`src/rtl/fp_normalize_round_pipe.sv`:
```
// fp_normalize_round_pipe
//   Two-stage normalize/round pipeline placed after the FP adder's align/add
//   stage. Stage 1 normalizes the aligned sum: a carry-out shifts it right,
//   leading zeros shift it left, and gradual underflow produces subnormals.
//   Stage 2 rounds to MAN_W bits in one of four modes, detects overflow and
//   registers the packed IEEE-754 result together with its exception flags.
//
// Ports
//   clk, rst_n         clock, asynchronous active-low reset
//   in_valid/in_ready  upstream handshake
//   in_sign, in_exp    sign and biased exponent of the aligned sum
//   in_mant, in_carry  aligned magnitude (hidden bit at ACC_W-1) and carry-out
//   in_special(_val)   bypass a precomputed NaN/Inf/zero result
//   rmode              0 RNE, 1 RTZ, 2 toward +inf, 3 toward -inf
//   out_valid/out_ready downstream handshake
//   out_result         {sign, exponent, mantissa}
//   out_overflow, out_underflow, out_inexact  exception flags
module fp_normalize_round_pipe #(
  parameter int EXP_W = 8,
  parameter int MAN_W = 23,
  parameter int ACC_W = MAN_W + 9
) (
  input  logic                   clk,
  input  logic                   rst_n,
  input  logic                   in_valid,
  output logic                   in_ready,
  input  logic                   in_sign,
  input  logic [EXP_W-1:0]       in_exp,
  input  logic [ACC_W-1:0]       in_mant,
  input  logic                   in_carry,
  input  logic                   in_special,
  input  logic [EXP_W+MAN_W:0]   in_special_val,
  input  logic [1:0]             rmode,
  output logic                   out_valid,
  input  logic                   out_ready,
  output logic [EXP_W+MAN_W:0]   out_result,
  output logic                   out_overflow,
  output logic                   out_underflow,
  output logic                   out_inexact
);

  localparam int RES_W = 1 + EXP_W + MAN_W;
  // Two extra bits so exponent arithmetic can go past all-ones or below zero.
  localparam int XW    = EXP_W + 2;
  localparam int LZ_W  = $clog2(ACC_W + 1);
  localparam logic [XW-1:0] EXP_INF = XW'((1 << EXP_W) - 1);

  function automatic logic [LZ_W-1:0] lzc(input logic [ACC_W-1:0] v);
    logic [LZ_W-1:0] n;
    n = LZ_W'(ACC_W);
    for (int i = 0; i < ACC_W; i++) begin
      if (v[i]) n = LZ_W'(ACC_W - 1 - i);
    end
    return n;
  endfunction

  // ---------------- stage 1: normalize ----------------
  logic             s1Valid, s1Sign, s1Sub, s1Special;
  logic [XW-1:0]    s1Exp;
  logic [ACC_W-1:0] s1Mant;
  logic [RES_W-1:0] s1SpecialVal;
  logic [1:0]       s1Rmode;

  logic             nSub, nSpecial;
  logic [XW-1:0]    nExp, expNorm;
  logic [ACC_W-1:0] nMant;
  logic [RES_W-1:0] nSpecialVal;
  logic [LZ_W-1:0]  lz;
  logic [EXP_W-1:0] subShift;

  always_comb begin
    nSub        = 1'b0;
    nSpecial    = 1'b0;
    nSpecialVal = in_special_val;
    nExp        = '0;
    nMant       = in_mant;
    lz          = lzc(in_mant);
    expNorm     = {2'b00, in_exp} - XW'(lz);
    subShift    = (in_exp != '0) ? in_exp - EXP_W'(1) : '0;
    if (in_special) begin
      nSpecial = 1'b1;
    end else if (in_carry) begin
      // The bit shifted out lands in the sticky region, so fold it into bit 0.
      nMant = {1'b1, in_mant[ACC_W-1:2], |in_mant[1:0]};
      nExp  = {2'b00, in_exp} + XW'(1);
    end else if (in_mant == '0) begin
      // An exact zero is just another pass-through value.
      nSpecial    = 1'b1;
      nSpecialVal = {in_sign, {(RES_W-1){1'b0}}};
    end else if (!expNorm[XW-1] && expNorm != '0) begin
      nMant = in_mant << lz;
      nExp  = expNorm;
    end else begin
      nMant = in_mant << subShift;
      nSub  = 1'b1;
    end
  end

  // ---------------- stage 2: round ----------------
  logic [MAN_W-1:0] field;
  logic [MAN_W:0]   fieldInc;
  logic             guardBit, roundBit, stickyBit, lost, inc, away, ovf;
  logic [XW-1:0]    expRnd;
  logic [RES_W-1:0] nResult;
  logic             nOvf, nUnf, nInx;

  always_comb begin
    field     = s1Mant[ACC_W-2 -: MAN_W];
    guardBit  = s1Mant[ACC_W-2-MAN_W];
    roundBit  = s1Mant[ACC_W-3-MAN_W];
    stickyBit = |s1Mant[ACC_W-4-MAN_W:0];
    lost      = guardBit | roundBit | stickyBit;
    case (s1Rmode)
      2'd0:    inc = guardBit & (roundBit | stickyBit | field[0]);
      2'd2:    inc = !s1Sign & lost;
      2'd3:    inc = s1Sign & lost;
      default: inc = 1'b0;
    endcase
    away     = (s1Rmode == 2'd0) | ((s1Rmode == 2'd2) & !s1Sign) | ((s1Rmode == 2'd3) & s1Sign);
    fieldInc = {1'b0, field} + {{MAN_W{1'b0}}, inc};
    // Subnormals sit at exponent 0; the hidden bit (already set, or reached
    // by rounding) promotes them to exponent 1.
    expRnd   = s1Exp + XW'(s1Sub & s1Mant[ACC_W-1]) + XW'(fieldInc[MAN_W]);
    ovf      = expRnd >= EXP_INF;
    nOvf     = 1'b0;
    nUnf     = 1'b0;
    nInx     = 1'b0;
    if (s1Special) begin
      nResult = s1SpecialVal;
    end else if (ovf) begin
      nOvf    = 1'b1;
      nInx    = 1'b1;
      nUnf    = s1Sub & lost;
      nResult = away ? {s1Sign, {EXP_W{1'b1}}, {MAN_W{1'b0}}}
                     : {s1Sign, {(EXP_W-1){1'b1}}, 1'b0, {MAN_W{1'b1}}};
    end else begin
      nInx    = lost;
      nUnf    = s1Sub & lost;
      nResult = {s1Sign, expRnd[EXP_W-1:0], fieldInc[MAN_W-1:0]};
    end
  end

  // ---------------- handshake and registers ----------------
  logic s2Free;
  assign s2Free   = !out_valid || out_ready;
  assign in_ready = !s1Valid || s2Free;

  always_ff @(posedge clk or negedge rst_n) begin
    if (!rst_n) begin
      s1Valid       <= 1'b0;
      s1Sign        <= 1'b0;
      s1Sub         <= 1'b0;
      s1Special     <= 1'b0;
      s1Exp         <= '0;
      s1Mant        <= '0;
      s1SpecialVal  <= '0;
      s1Rmode       <= '0;
      out_valid     <= 1'b0;
      out_result    <= '0;
      out_overflow  <= 1'b0;
      out_underflow <= 1'b0;
      out_inexact   <= 1'b0;
    end else begin
      if (in_ready) begin
        s1Valid <= in_valid;
        if (in_valid) begin
          s1Sign       <= in_sign;
          s1Sub        <= nSub;
          s1Special    <= nSpecial;
          s1Exp        <= nExp;
          s1Mant       <= nMant;
          s1SpecialVal <= nSpecialVal;
          s1Rmode      <= rmode;
        end
      end
      if (s2Free) begin
        out_valid <= s1Valid;
        if (s1Valid) begin
          out_result    <= nResult;
          out_overflow  <= nOvf;
          out_underflow <= nUnf;
          out_inexact   <= nInx;
        end
      end
    end
  end

endmodule
```
`config.mk`:
```
export PLATFORM = sky130hd
export DESIGN_NAME = fp_normalize_round_pipe
export DESIGN_NICKNAME = d
export VERILOG_FILES = /design/src/rtl/fp_normalize_round_pipe.sv
export SDC_FILE = /design/constraint.sdc
export NUM_CORES = 1
export LEC_CHECK = 0
export ABC_CLOCK_PERIOD_IN_PS = 10200
export BUFFER_PORTS_ARGS = -buffer_cell sky130_fd_sc_hd__buf_2
export CAP_MARGIN = 20
export CORE_AREA = 2 2 139 141
export CTS_CLUSTER_DIAMETER = 150
export DETAILED_ROUTE_END_ITERATION = 8
export DIE_AREA = 0 0 141 143
export GPL_TIMING_DRIVEN = 1
export PLACE_DENSITY = 0.7
export SETUP_SLACK_MARGIN = 0.05
export SYNTH_ARGS = -nofsm -noshare
export SYNTH_HDL_FRONTEND = slang
export SYNTH_SLANG_ARGS = --single-unit
```
`constraint.sdc`:
```
create_clock -name clk -period 10.2 [get_ports clk]
set_input_delay 2.04 -clock clk [delete_from_list [all_inputs] [get_ports clk]]
set_output_delay 2.04 -clock clk [all_outputs]
set_load 0.02 [all_outputs]
```
==> results of run 1 <==
==> worst min-delay path, cell delays in order (launching register included) <==
cell and delay [ns]:
dfrtp_1 0.33, nand2_1 0.05, o21ai_0 0.06
==> flip-flops by register name (all words and copies together) (netlist names) <==
signal,flops
s1Valid,1
s1Rmode,2
out_result,32
out_overflow,1
s1Mant,32
s1SpecialVal,32
s1Exp,10
out_inexact,1
out_underflow,1
s1Sub,1
s1Sign,1
s1Special,1
out_valid,1
==> power groups by stage <==
stage               Combinational [mW]  Sequential, mW  Clock (mW)
floorplan                        0.315           0.639           0
global placement                 0.508           0.611           0
detailed placement               0.513           0.615           0
CTS                              0.516           0.608       0.609
global route                     0.576           0.619       0.633
finish                           0.528           0.609       0.603
==> layer usage <==
layer  vias up  part of all wire, %  wire (um)  GRT usage (%)
met1      4450                   43      13600           43.0
met5         -                    0          0              0
met4         0                  3.1        958           10.9
li1       4372                    -          -              -
met2       564                   44      13700           48.2
met3        78                  9.9       3090           7.75
==> metrics by stage <==
stage               util (%)  instance area (um2)  instances  power [mW]
floorplan                  -                 9170       1137       0.954
global placement        52.5                 9750       1401        1.12
detailed placement      52.5                 9760       1402        1.13
CTS                     55.8                10400       1433        1.73
global route            55.9                10400       1434        1.83
finish                  55.9                10400       1434        1.74
==> cells in the mapped netlist (5+ instances only) <==
| cell | count | share of area [%] |
|---|---|---|
| inv_1 | 26 | 1.1 |
| buf_2 | 8 | 0.44 |
| nor4_1 | 15 | 1.0 |
| buf_4 | 7 | 0.57 |
| and2_1 | 9 | 0.61 |
| o211ai_1 | 20 | 1.6 |
| a221o_1 | 8 | 0.87 |
| o22a_1 | 8 | 0.76 |
| o22ai_1 | 14 | 0.96 |
| nor2_1 | 95 | 3.9 |
| nand3_1 | 45 | 2.5 |
| ha_1 | 13 | 1.8 |
| a32oi_1 | 11 | 1.1 |
| o21ai_0 | 123 | 6.7 |
| xnor2_1 | 19 | 1.8 |
| nand2_1 | 126 | 5.2 |
| a22o_1 | 39 | 3.7 |
| and3_1 | 11 | 0.75 |
| xor2_1 | 20 | 1.9 |
| a211o_1 | 5 | 0.48 |
| dfrtp_1 | 116 | 32 |
| a21oi_1 | 45 | 2.5 |
| mux2i_1 | 41 | 4.5 |
| o31ai_1 | 7 | 0.57 |
| a221oi_1 | 22 | 2.1 |
| or3_1 | 11 | 0.75 |
| buf_1 | 8 | 0.33 |
| nor3_1 | 22 | 1.2 |
| nand2b_1 | 13 | 0.89 |
| clkbuf_1 | 78 | 3.2 |
| a31oi_1 | 9 | 0.61 |
| a22oi_1 | 11 | 0.90 |
| o21a_1 | 6 | 0.49 |
| a211oi_1 | 7 | 0.57 |
| nand4_1 | 10 | 0.68 |
| o221ai_1 | 5 | 0.48 |
| mux2_2 | 7 | 0.86 |
==> logic make-up (layout without fill, tap and decap cells) <==
group	Yosys count	in the layout	synth area share (%)
xor gates and xnor gates	39	39	3.73
muxes	50	50	5.71
adders and majority gates	15	15	2.21
and+or+nand+nor	378	378	19.1
AOI/OAI and AO/OA	408	408	31.5
DFF	116	116	31.7
buffers and inverters	131	194	6.01
==> worst min path at each step <==
stage / startpoint / end / slack, ns / depth (start not counted)
finish: out_result[1] / out_result[1] / 0.47 / 2
global route: out_result[19] / out_result[19] / 0.50 / 2
CTS: out_result[1] / out_result[1] / 0.48 / 2
detailed placement: out_result[23] / out_result[23] / 0.46 / 1
global placement: out_inexact / out_inexact / 0.45 / 2
floorplan: s1SpecialVal[31] / s1SpecialVal[31] / 0.45 / 2
==> area by class of cell <==
cell class / instances / area, um2
clock buffer: 22 / 474
clock inverter: 9 / 126
fill: 1736 / 8200
inverter: 27 / 101
multi-input combinational: 890 / 5740
sequential: 116 / 2900
tap: 234 / 293
timing repair buffer: 136 / 743
==> impl_metrics.py, run 1 <==
metrics = {
    "timing": {
        "timing.slew.headroom_pct": 34.3,
        "finalWorstSetupSlack_ns": 1.83,
        "slew_viol_final": 0,
        "fin_crit_sh_pct": 82.1,
        "timing.fmax_mhz": 119,
        "finalClockSkew_ns": 0.0115,
        "setup_violations": 0,
        "grt_setup_unrepaired": "no",
        "whs_ns": 0.469,
        "hold_viol_final": 0,
        "period_minus_slack_ns": 8.37,
        "tns_ns": 0,
        "tightest_slew_ns": 0.986,
    },
    "power_and_ir_drop": {
        "netSwitchingPower_mw": 0.603,
        "pwr-share-seq_pct": 35.0,
        "p_comb_share_pct": 30.3,
        "cellPowerDensity_nw_per_um2": 168,
        "swShare_pct": 34.7,
        "cell_internal_pwr_mw": 1.14,
        "irDropWorstVdd_mv": 0.121,
        "p_clk_share_pct": 34.7,
        "p_leak_nw": 4.44,
    },
    "floorplan": {
        "row_count": 50,
        "die_h_um": 143,
        "start_util_pct": 49.3,
        "chipWidth_um": 141,
        "die-area_um2": 20200,
        "pin_count": 118,
        "placeableCoreArea_um2": 18600,
    },
    "layout": {
        "layout_common_cells": "124 x nand2_1, 122 x o21ai_0, 116 x buf_2, 116 x dfrtp_1, 94 x nor2_1",
        "nets": 1284,
        "area_growth_pct": 13.3,
        "drive_above_1_share_pct": 16.6,
        "n_antenna_cell": 0,
        "layout_commonest_cell": "nand2_1",
    },
    "cts": {
        "cts-root-buf": "clkbuf_16",
        "post-cts-setup-buffers": 0,
        "clock_latency_ns": 0.41,
        "clk_pin_slew_worst_paths_ns": 0.05,
        "clock_path_buffers": 2,
        "cts-hold-fix-buffers": 0,
        "cts.repair.resized": 0,
        "cts_tree": "yes",
        "cts_sinks": 116,
        "numCtsBuffers": 17,
        "ctsHtreeMaxLevel": 4,
    },
    "critical_path": {
        "max_stage_delay_ns": 0.85,
        "critical-path-top-delay-family": "compound AO/OA/AOI/OAI gates",
        "critPathRequiredTime_ns": 10.46,
        "cp_cell_sequence": "buf_2 > nor3_1 > a2111oi_0 > o21ai_0 > o311ai_0 > inv_1 > ha_1 > inv_1 > fa_1 > a211o_1 > o21ai_2 > xnor2_1 > or4_4 > a2111oi_4 > o31a_1 > buf_4 > mux2_2 > a22o_1 > a221oi_1 > a311o_1 > a31oi_1",
        "crit_start": "in_mant[11]",
        "crit_top_cell": "inv_1",
        "worstSetupEndpointType": "flop",
        "cp_slowest_cell": "o31a_1",
        "cp-endpoint": "s1Mant[16]",
        "r2r_end": "out_result[11]",
        "regToRegSetupSlack_ns": 4.94,
        "regToRegStartpoint": "s1Mant[2]",
        "reg2regPathDepth": 23,
        "cp-start-kind": "input port",
        "worst-path-stages": 21,
        "path_max_fanout": 21,
        "path_class": "in2reg",
        "crit_arrival_ns": 8.63,
        "cp_num_buf_inv": 4,
    },
    "placement": {
        "dp_slack_ns": 1.57,
        "portBuffers": 117,
        "gp_congestion": 1.02,
        "hpwl_um": 22600,
    },
    "worst_hold_path": {
        "min-delay-path-class": "reg2reg",
    },
    "synth": {
        "synth-seq-cells": 116,
        "synthArstFlopShare_pct": 100,
        "synth_edf_count": 0,
        "ys.flop_type": "dfrtp_1",
        "synth-warning-count": 0,
        "syn-num-nets": 1233,
        "yosysSeqAreaShare_pct": 31.7,
        "syn_avg_cell_area_um2": 8.06,
        "synth_cells": 1137,
        "synth_cell_types": 86,
        "syn_area_um2": 9170,
    },
    "outcome": {
        "status": "finished clean",
    },
    "global_routing": {
        "grt_pass1_vias": 8918,
        "grt_pass1_wl_um": 49700,
        "grt_use_total_pct": 31.3,
        "grt-ovfl-total": 0,
        "antenna_found_initial": 0,
        "grt_max_degree": 75,
    },
    "routing": {
        "drt-initial-drc-count": 958,
        "viasPerCell": 6.60,
        "drt-total-wl_um": 31300,
        "ant_nets": 0,
        "dr.pass1.iters": 8,
        "vias": 9464,
        "wire_per_inst_um": 21.9,
        "drc": 0,
    },
    "flow_run": {
        "max_cap_viol_count": 0,
    },
}
No activity file was read; power rests on OpenSTA's default activity.
==> run 2: changes to the inputs <==
Settings changed: ABC_CLOCK_PERIOD_IN_PS 10200 to 7850.
Clock period 10.2 ns to 7.85 ns, I/O delays scaled along.
==> impl_metrics.py, run 2 (synthesized netlist as in run 1, its figures left out) <==
metrics = {
    "layout": {
        "layout_commonest_cell": "nand2_1",
        "n_antenna_cell": 0,
        "nets": 1295,
        "fin_area_um2": 10500,
        "drive_above_1_share_pct": 17.7,
        "fin_cells": 1446,
        "top_regs": "out_result x32, s1Mant x32, s1SpecialVal x32",
        "layout_common_cells": "124 x nand2_1, 122 x o21ai_0, 116 x buf_2, 116 x dfrtp_1, 94 x nor2_1",
        "utilization_pct": 56.3,
        "n_fill_cell": 1756,
        "area_growth_pct": 14.1,
    },
    "routing": {
        "dr.pass1.iters": 8,
        "vias": 9627,
        "ant_nets": 0,
        "drc": 0,
        "viasPerCell": 6.66,
        "wire_per_inst_um": 22.2,
        "drt-total-wl_um": 32100,
        "drt-initial-drc-count": 1199,
    },
    "floorplan": {
        "die-area_um2": 20200,
        "start_util_pct": 49.3,
        "chipWidth_um": 141,
        "pin_count": 118,
        "placeableCoreArea_um2": 18600,
        "row_count": 50,
        "die_h_um": 143,
    },
    "cts": {
        "cts-hold-fix-buffers": 0,
        "numCtsBuffers": 17,
        "cts_tree": "yes",
        "ctsHtreeMaxLevel": 4,
        "clock_latency_ns": 0.41,
        "clock_path_buffers": 2,
        "cts-root-buf": "clkbuf_16",
        "cts_sinks": 116,
        "cts.repair.resized": 0,
        "post-cts-setup-buffers": 0,
        "clk_pin_slew_worst_paths_ns": 0.06,
    },
    "power_and_ir_drop": {
        "pwr-share-seq_pct": 35.1,
        "p_leak_nw": 4.48,
        "finalPower_mw": 2.25,
        "irDropWorstVdd_mv": 0.162,
        "swShare_pct": 36.1,
        "netSwitchingPower_mw": 0.814,
        "p_clk_share_pct": 34.0,
        "p_comb_share_pct": 30.9,
        "cellPowerDensity_nw_per_um2": 215,
        "cell_internal_pwr_mw": 1.44,
    },
    "critical_path": {
        "worstSetupEndpointType": "flop",
        "cp-start-kind": "input port",
        "path_max_fanout": 13,
        "critPathRequiredTime_ns": 8.14,
        "crit_arrival_ns": 7.39,
        "path_class": "in2reg",
    },
    "placement": {
        "placed_cells": 1413,
        "portBuffers": 117,
        "gp_congestion": 0.976,
        "place_area_um2": 9850,
        "hpwl_um": 23400,
    },
    "worst_hold_path": {
        "min-delay-path-class": "reg2reg",
    },
    "timing": {
        "finalClockSkew_ns": 0.00855,
        "timing.slew.headroom_pct": 27.9,
        "period_minus_slack_ns": 7.11,
        "hold_viol_final": 0,
        "setup_violations": 0,
        "fin_crit_sh_pct": 90.5,
        "timing.fmax_mhz": 141,
        "slew_viol_final": 0,
        "grt_setup_unrepaired": "no",
        "tightest_slew_ns": 1.08,
        "tns_ns": 0,
    },
    "global_routing": {
        "grt_pass1_vias": 8946,
        "grt_pass1_wl_um": 50400,
        "grt_max_degree": 75,
        "grt_use_total_pct": 31.8,
        "antenna_found_initial": 0,
        "grt-ovfl-total": 0,
    },
    "flow_run": {
        "max_cap_viol_count": 0,
    },
    "outcome": {
        "status": "finished clean",
    },
}
run 2: cell count changes in the layout (fill, tap and decap cells not counted), moves of 2 or more:
cell / previous run / this run
clkbuf_1: 2 / 0
clkbuf_8: 3 / 1
clkinv_4: 0 / 5
inv_6: 1 / 3
buf_4: 19 / 30
run 2: power by group through the flow:
| stage | combinational [mW] | sequential (mW) | clock [mW] |
|---|---|---|---|
| after floorplan | 0.409 | 0.830 | 0 |
| after global placement | 0.675 | 0.794 | 0 |
| after detailed placement | 0.675 | 0.799 | 0 |
| after CTS | 0.681 | 0.789 | 0.775 |
| after global routing | 0.757 | 0.804 | 0.805 |
| final | 0.696 | 0.790 | 0.766 |
run 2: worst paths after layout:
check / cells after the start / to / startpoint / slack [ns]
max in group asynchronous: 2 / s1Mant[12] / rst_n / 5.37
min: 2 / out_result[18] / out_result[18] / 0.47
max reg2reg: 23 / out_result[3] / s1Rmode[1] / 2.58
min reg2reg: 2 / out_result[18] / out_result[18] / 0.47
min in group asynchronous: 1 / out_result[28] / rst_n / 1.18
max: 24 / s1Mant[29] / in_mant[1] / 0.74
run 2: final cells by class:
type | instances | area [um2] | area share (%)
multi-input cells | 890 | 5750 | 54.9
flip-flops and latches | 116 | 2900 | 27.7
repair buffers | 147 | 826 | 7.89
clock buffers | 18 | 439 | 4.20
well taps | 234 | 293 | 2.80
clock inverters | 14 | 153 | 1.46
inverters | 27 | 101 | 0.969
run 2: critical path: stages:
cell,delay [ns]
buf_2,0.16
nand2b_1,0.15
a221oi_1,0.27
o21bai_1,0.10
a21oi_1,0.18
o311ai_0,0.16
buf_4,0.18
inv_1,0.05
ha_1,0.16
inv_1,0.06
fa_1,0.39
a211o_1,0.31
o21ai_2,0.07
xnor2_1,0.11
or4_4,0.54
a2111oi_4,0.62
o31a_1,0.62
buf_4,0.31
buf_4,0.23
mux2i_1,0.30
mux2i_1,0.14
a32oi_1,0.21
o21ai_0,0.11
o32a_1,0.38
run 2: layer usage:
metal / wire length (um) / share of wire (%) / vias to the layer above / track usage, %
met5: 0 / 0 / - / 0
met4: 1140 / 3.5 / 0 / 12.4
met3: 3270 / 10 / 108 / 6.24
met2: 13900 / 43 / 596 / 48.6
met1: 13800 / 43 / 4527 / 44.5
li1: - / - / 4396 / -
run 2: stage by stage:
| stage | setup WS, ns | hold WS (ns) |
|---|---|---|
| floorplan | 1.39 | 0.450 |
| detailed placement | 0.452 | 0.465 |
| global placement | 0.525 | 0.456 |
| global route | 0.477 | 0.496 |
| CTS | 0.880 | 0.478 |
| finish | 0.743 | 0.468 |
==> run 3: changes to the inputs <==
Settings changed: CORE_AREA 2 2 139 141 to 2 2 146 134, DIE_AREA 0 0 141 143 to 0 0 148 136, PLACE_DENSITY 0.7 to 0.71.
==> impl_metrics.py, run 3 (synthesized netlist as in run 1, its figures left out) <==
metrics = {
    "global_routing": {
        "grt_pass1_wl_um": 51300,
        "busiest_layer": "met2",
        "grt_use_total_pct": 32.8,
        "grt-ovfl-total": 0,
        "grt_pass1_vias": 8864,
        "antenna_found_initial": 0,
        "met3_usage_pct": 6.51,
        "grt_util_met2_pct": 48.3,
        "grt_max_degree": 76,
        "use_met1_pct": 47.8,
    },
    "layout": {
        "seq_area_um2": 2900,
        "drive_above_1_share_pct": 18.2,
        "n_fill_cell": 1764,
        "area_growth_pct": 15.3,
        "nets": 1303,
        "layout_commonest_cell": "nand2_1",
        "top_regs": "out_result x32, s1Mant x32, s1SpecialVal x32",
        "multi_input_area_um2": 5750,
        "layout_common_cells": "124 x nand2_1, 122 x o21ai_0, 116 x buf_2, 116 x dfrtp_1, 94 x nor2_1",
        "n_antenna_cell": 0,
    },
    "placement": {
        "portBuffers": 117,
        "gp_congestion": 1.02,
        "dp_slack_ns": 0.700,
        "hpwl_um": 24300,
    },
    "floorplan": {
        "die-area_um2": 20100,
        "pin_count": 118,
        "placeableCoreArea_um2": 18700,
        "start_util_pct": 48.9,
        "chipWidth_um": 148,
        "row_count": 48,
        "die_h_um": 136,
    },
    "timing": {
        "slew_viol_final": 0,
        "finalClockSkew_ns": 0.0112,
        "period_minus_slack_ns": 6.81,
        "timing.fmax_mhz": 147,
        "grt_setup_unrepaired": "no",
        "hold_viol_final": 0,
        "finalWorstSetupSlack_ns": 1.04,
        "whs_ns": 0.473,
        "tightest_slew_ns": 1.08,
        "timing.slew.headroom_pct": 27.8,
        "tns_ns": 0,
        "setup_violations": 0,
        "fin_crit_sh_pct": 86.8,
    },
    "power_and_ir_drop": {
        "irDropWorstVdd_mv": 0.154,
        "p_leak_nw": 4.53,
        "cellPowerDensity_nw_per_um2": 219,
    },
    "critical_path": {
        "path_max_fanout": 19,
        "reg2regPathDepth": 23,
        "regToRegStartpoint": "s1Mant[3]",
        "regToRegSetupSlack_ns": 2.63,
        "critPathRequiredTime_ns": 8.15,
        "path_class": "in2reg",
        "worstSetupEndpointType": "flop",
        "crit_arrival_ns": 7.11,
        "cp-start-kind": "input port",
        "r2r_end": "out_result[14]",
    },
    "cts": {
        "numCtsBuffers": 17,
        "cts_tree": "yes",
        "clock_path_buffers": 2,
        "clk_pin_slew_worst_paths_ns": 0.06,
        "clock_latency_ns": 0.41,
        "cts.repair.resized": 0,
        "post-cts-setup-buffers": 0,
        "cts_sinks": 116,
        "cts-root-buf": "clkbuf_16",
        "ctsHtreeMaxLevel": 4,
        "cts-hold-fix-buffers": 0,
    },
    "worst_hold_path": {
        "min-delay-path-class": "reg2reg",
        "min_to": "out_result[5]",
        "min-delay-start": "out_result[5]",
        "worst_hold_path.num_cells": 2,
    },
    "routing": {
        "vias": 9636,
        "ant_nets": 0,
        "drt-total-wl_um": 33300,
        "dr.pass1.iters": 6,
        "wire_per_inst_um": 22.7,
        "drt-initial-drc-count": 915,
        "viasPerCell": 6.56,
        "drc": 0,
    },
    "outcome": {
        "status": "finished clean",
    },
    "flow_run": {
        "max_cap_viol_count": 0,
    },
}
## run 3: changes by cell type in the layout (fill, tap and decap cells not counted)
| cell | delta |
|---|---|
| clkinv_2 | -2 |
| clkbuf_8 | -1 |
| buf_4 | +8 |
| inv_6 | +4 |
| clkinv_4 | -4 |
| inv_8 | +1 |
| bufinv_16 | +1 |
| clkinvlp_4 | +1 |
## run 3: final cells by class
class	instances	area share, %
Multi-Input combinational cell	890	54.4
Sequential cell	116	27.5
Timing Repair Buffer	155	8.38
Clock buffer	17	4.03
Tap cell	250	2.96
Clock inverter	15	1.81
Inverter	27	0.959
## run 3: critical path, cell delays in order
cell      delay [ns]
buf_2           0.27
nor2_1          0.09
a221oi_1        0.28
o21bai_1        0.09
a21oi_1         0.18
o311ai_0        0.20
inv_1           0.10
ha_1            0.16
inv_1           0.06
fa_1            0.40
a211o_1         0.32
o21ai_2         0.08
xnor2_1         0.10
or4_4           0.54
o31a_1          0.54
o22ai_2         0.88
o211ai_1        0.16
a32oi_1         0.55
o22ai_1         0.20
o32a_1          0.32
## run 3: layer usage
| layer | vias to the layer above | part of all wire [%] | wire (um) |
|---|---|---|---|
| met5 | - | 0 | 0 |
| met4 | 0 | 3.0 | 993 |
| met3 | 88 | 10 | 3370 |
| met2 | 563 | 43 | 14200 |
| met1 | 4580 | 44 | 14700 |
| li1 | 4405 | - | - |
## run 3: worst max path at each step
stage | slack (ns) | to | startpoint | cells past startpoint
3_3_place_gp | 0.80 | s1Mant[26] | in_mant[11] | 19
4_1_cts | 1.12 | s1Mant[31] | in_mant[11] | 21
3_5_place_dp | 0.70 | s1Mant[31] | in_mant[11] | 21
6_report | 1.04 | s1Mant[29] | in_mant[2] | 20
2_1_floorplan | 1.39 | s1Mant[29] | in_mant[15] | 23
5_1_grt | 0.62 | s1Mant[29] | in_mant[15] | 19
## run 3: power breakdown
| group | internal, mW | leakage [nW] | total [mW] | switching (mW) |
|---|---|---|---|---|
| sequential | 0.703 | 1.41 | 0.790 | 0.0867 |
| combinational | 0.261 | 2.82 | 0.707 | 0.446 |
| clock | 0.508 | 0.298 | 0.812 | 0.304 |
| total | 1.47 | 4.53 | 2.31 | 0.837 |
## run 3: metrics by stage
step / power [mW] / std cells / util (%) / area [um2]
floorplan: 1.24 / 1137 / - / 9170
global placement: 1.48 / 1437 / 53.0 / 9930
detailed placement: 1.48 / 1437 / 53.0 / 9930
CTS: 2.30 / 1469 / 56.3 / 10500
global route: 2.42 / 1470 / 56.4 / 10600
finish: 2.31 / 1470 / 56.4 / 10600
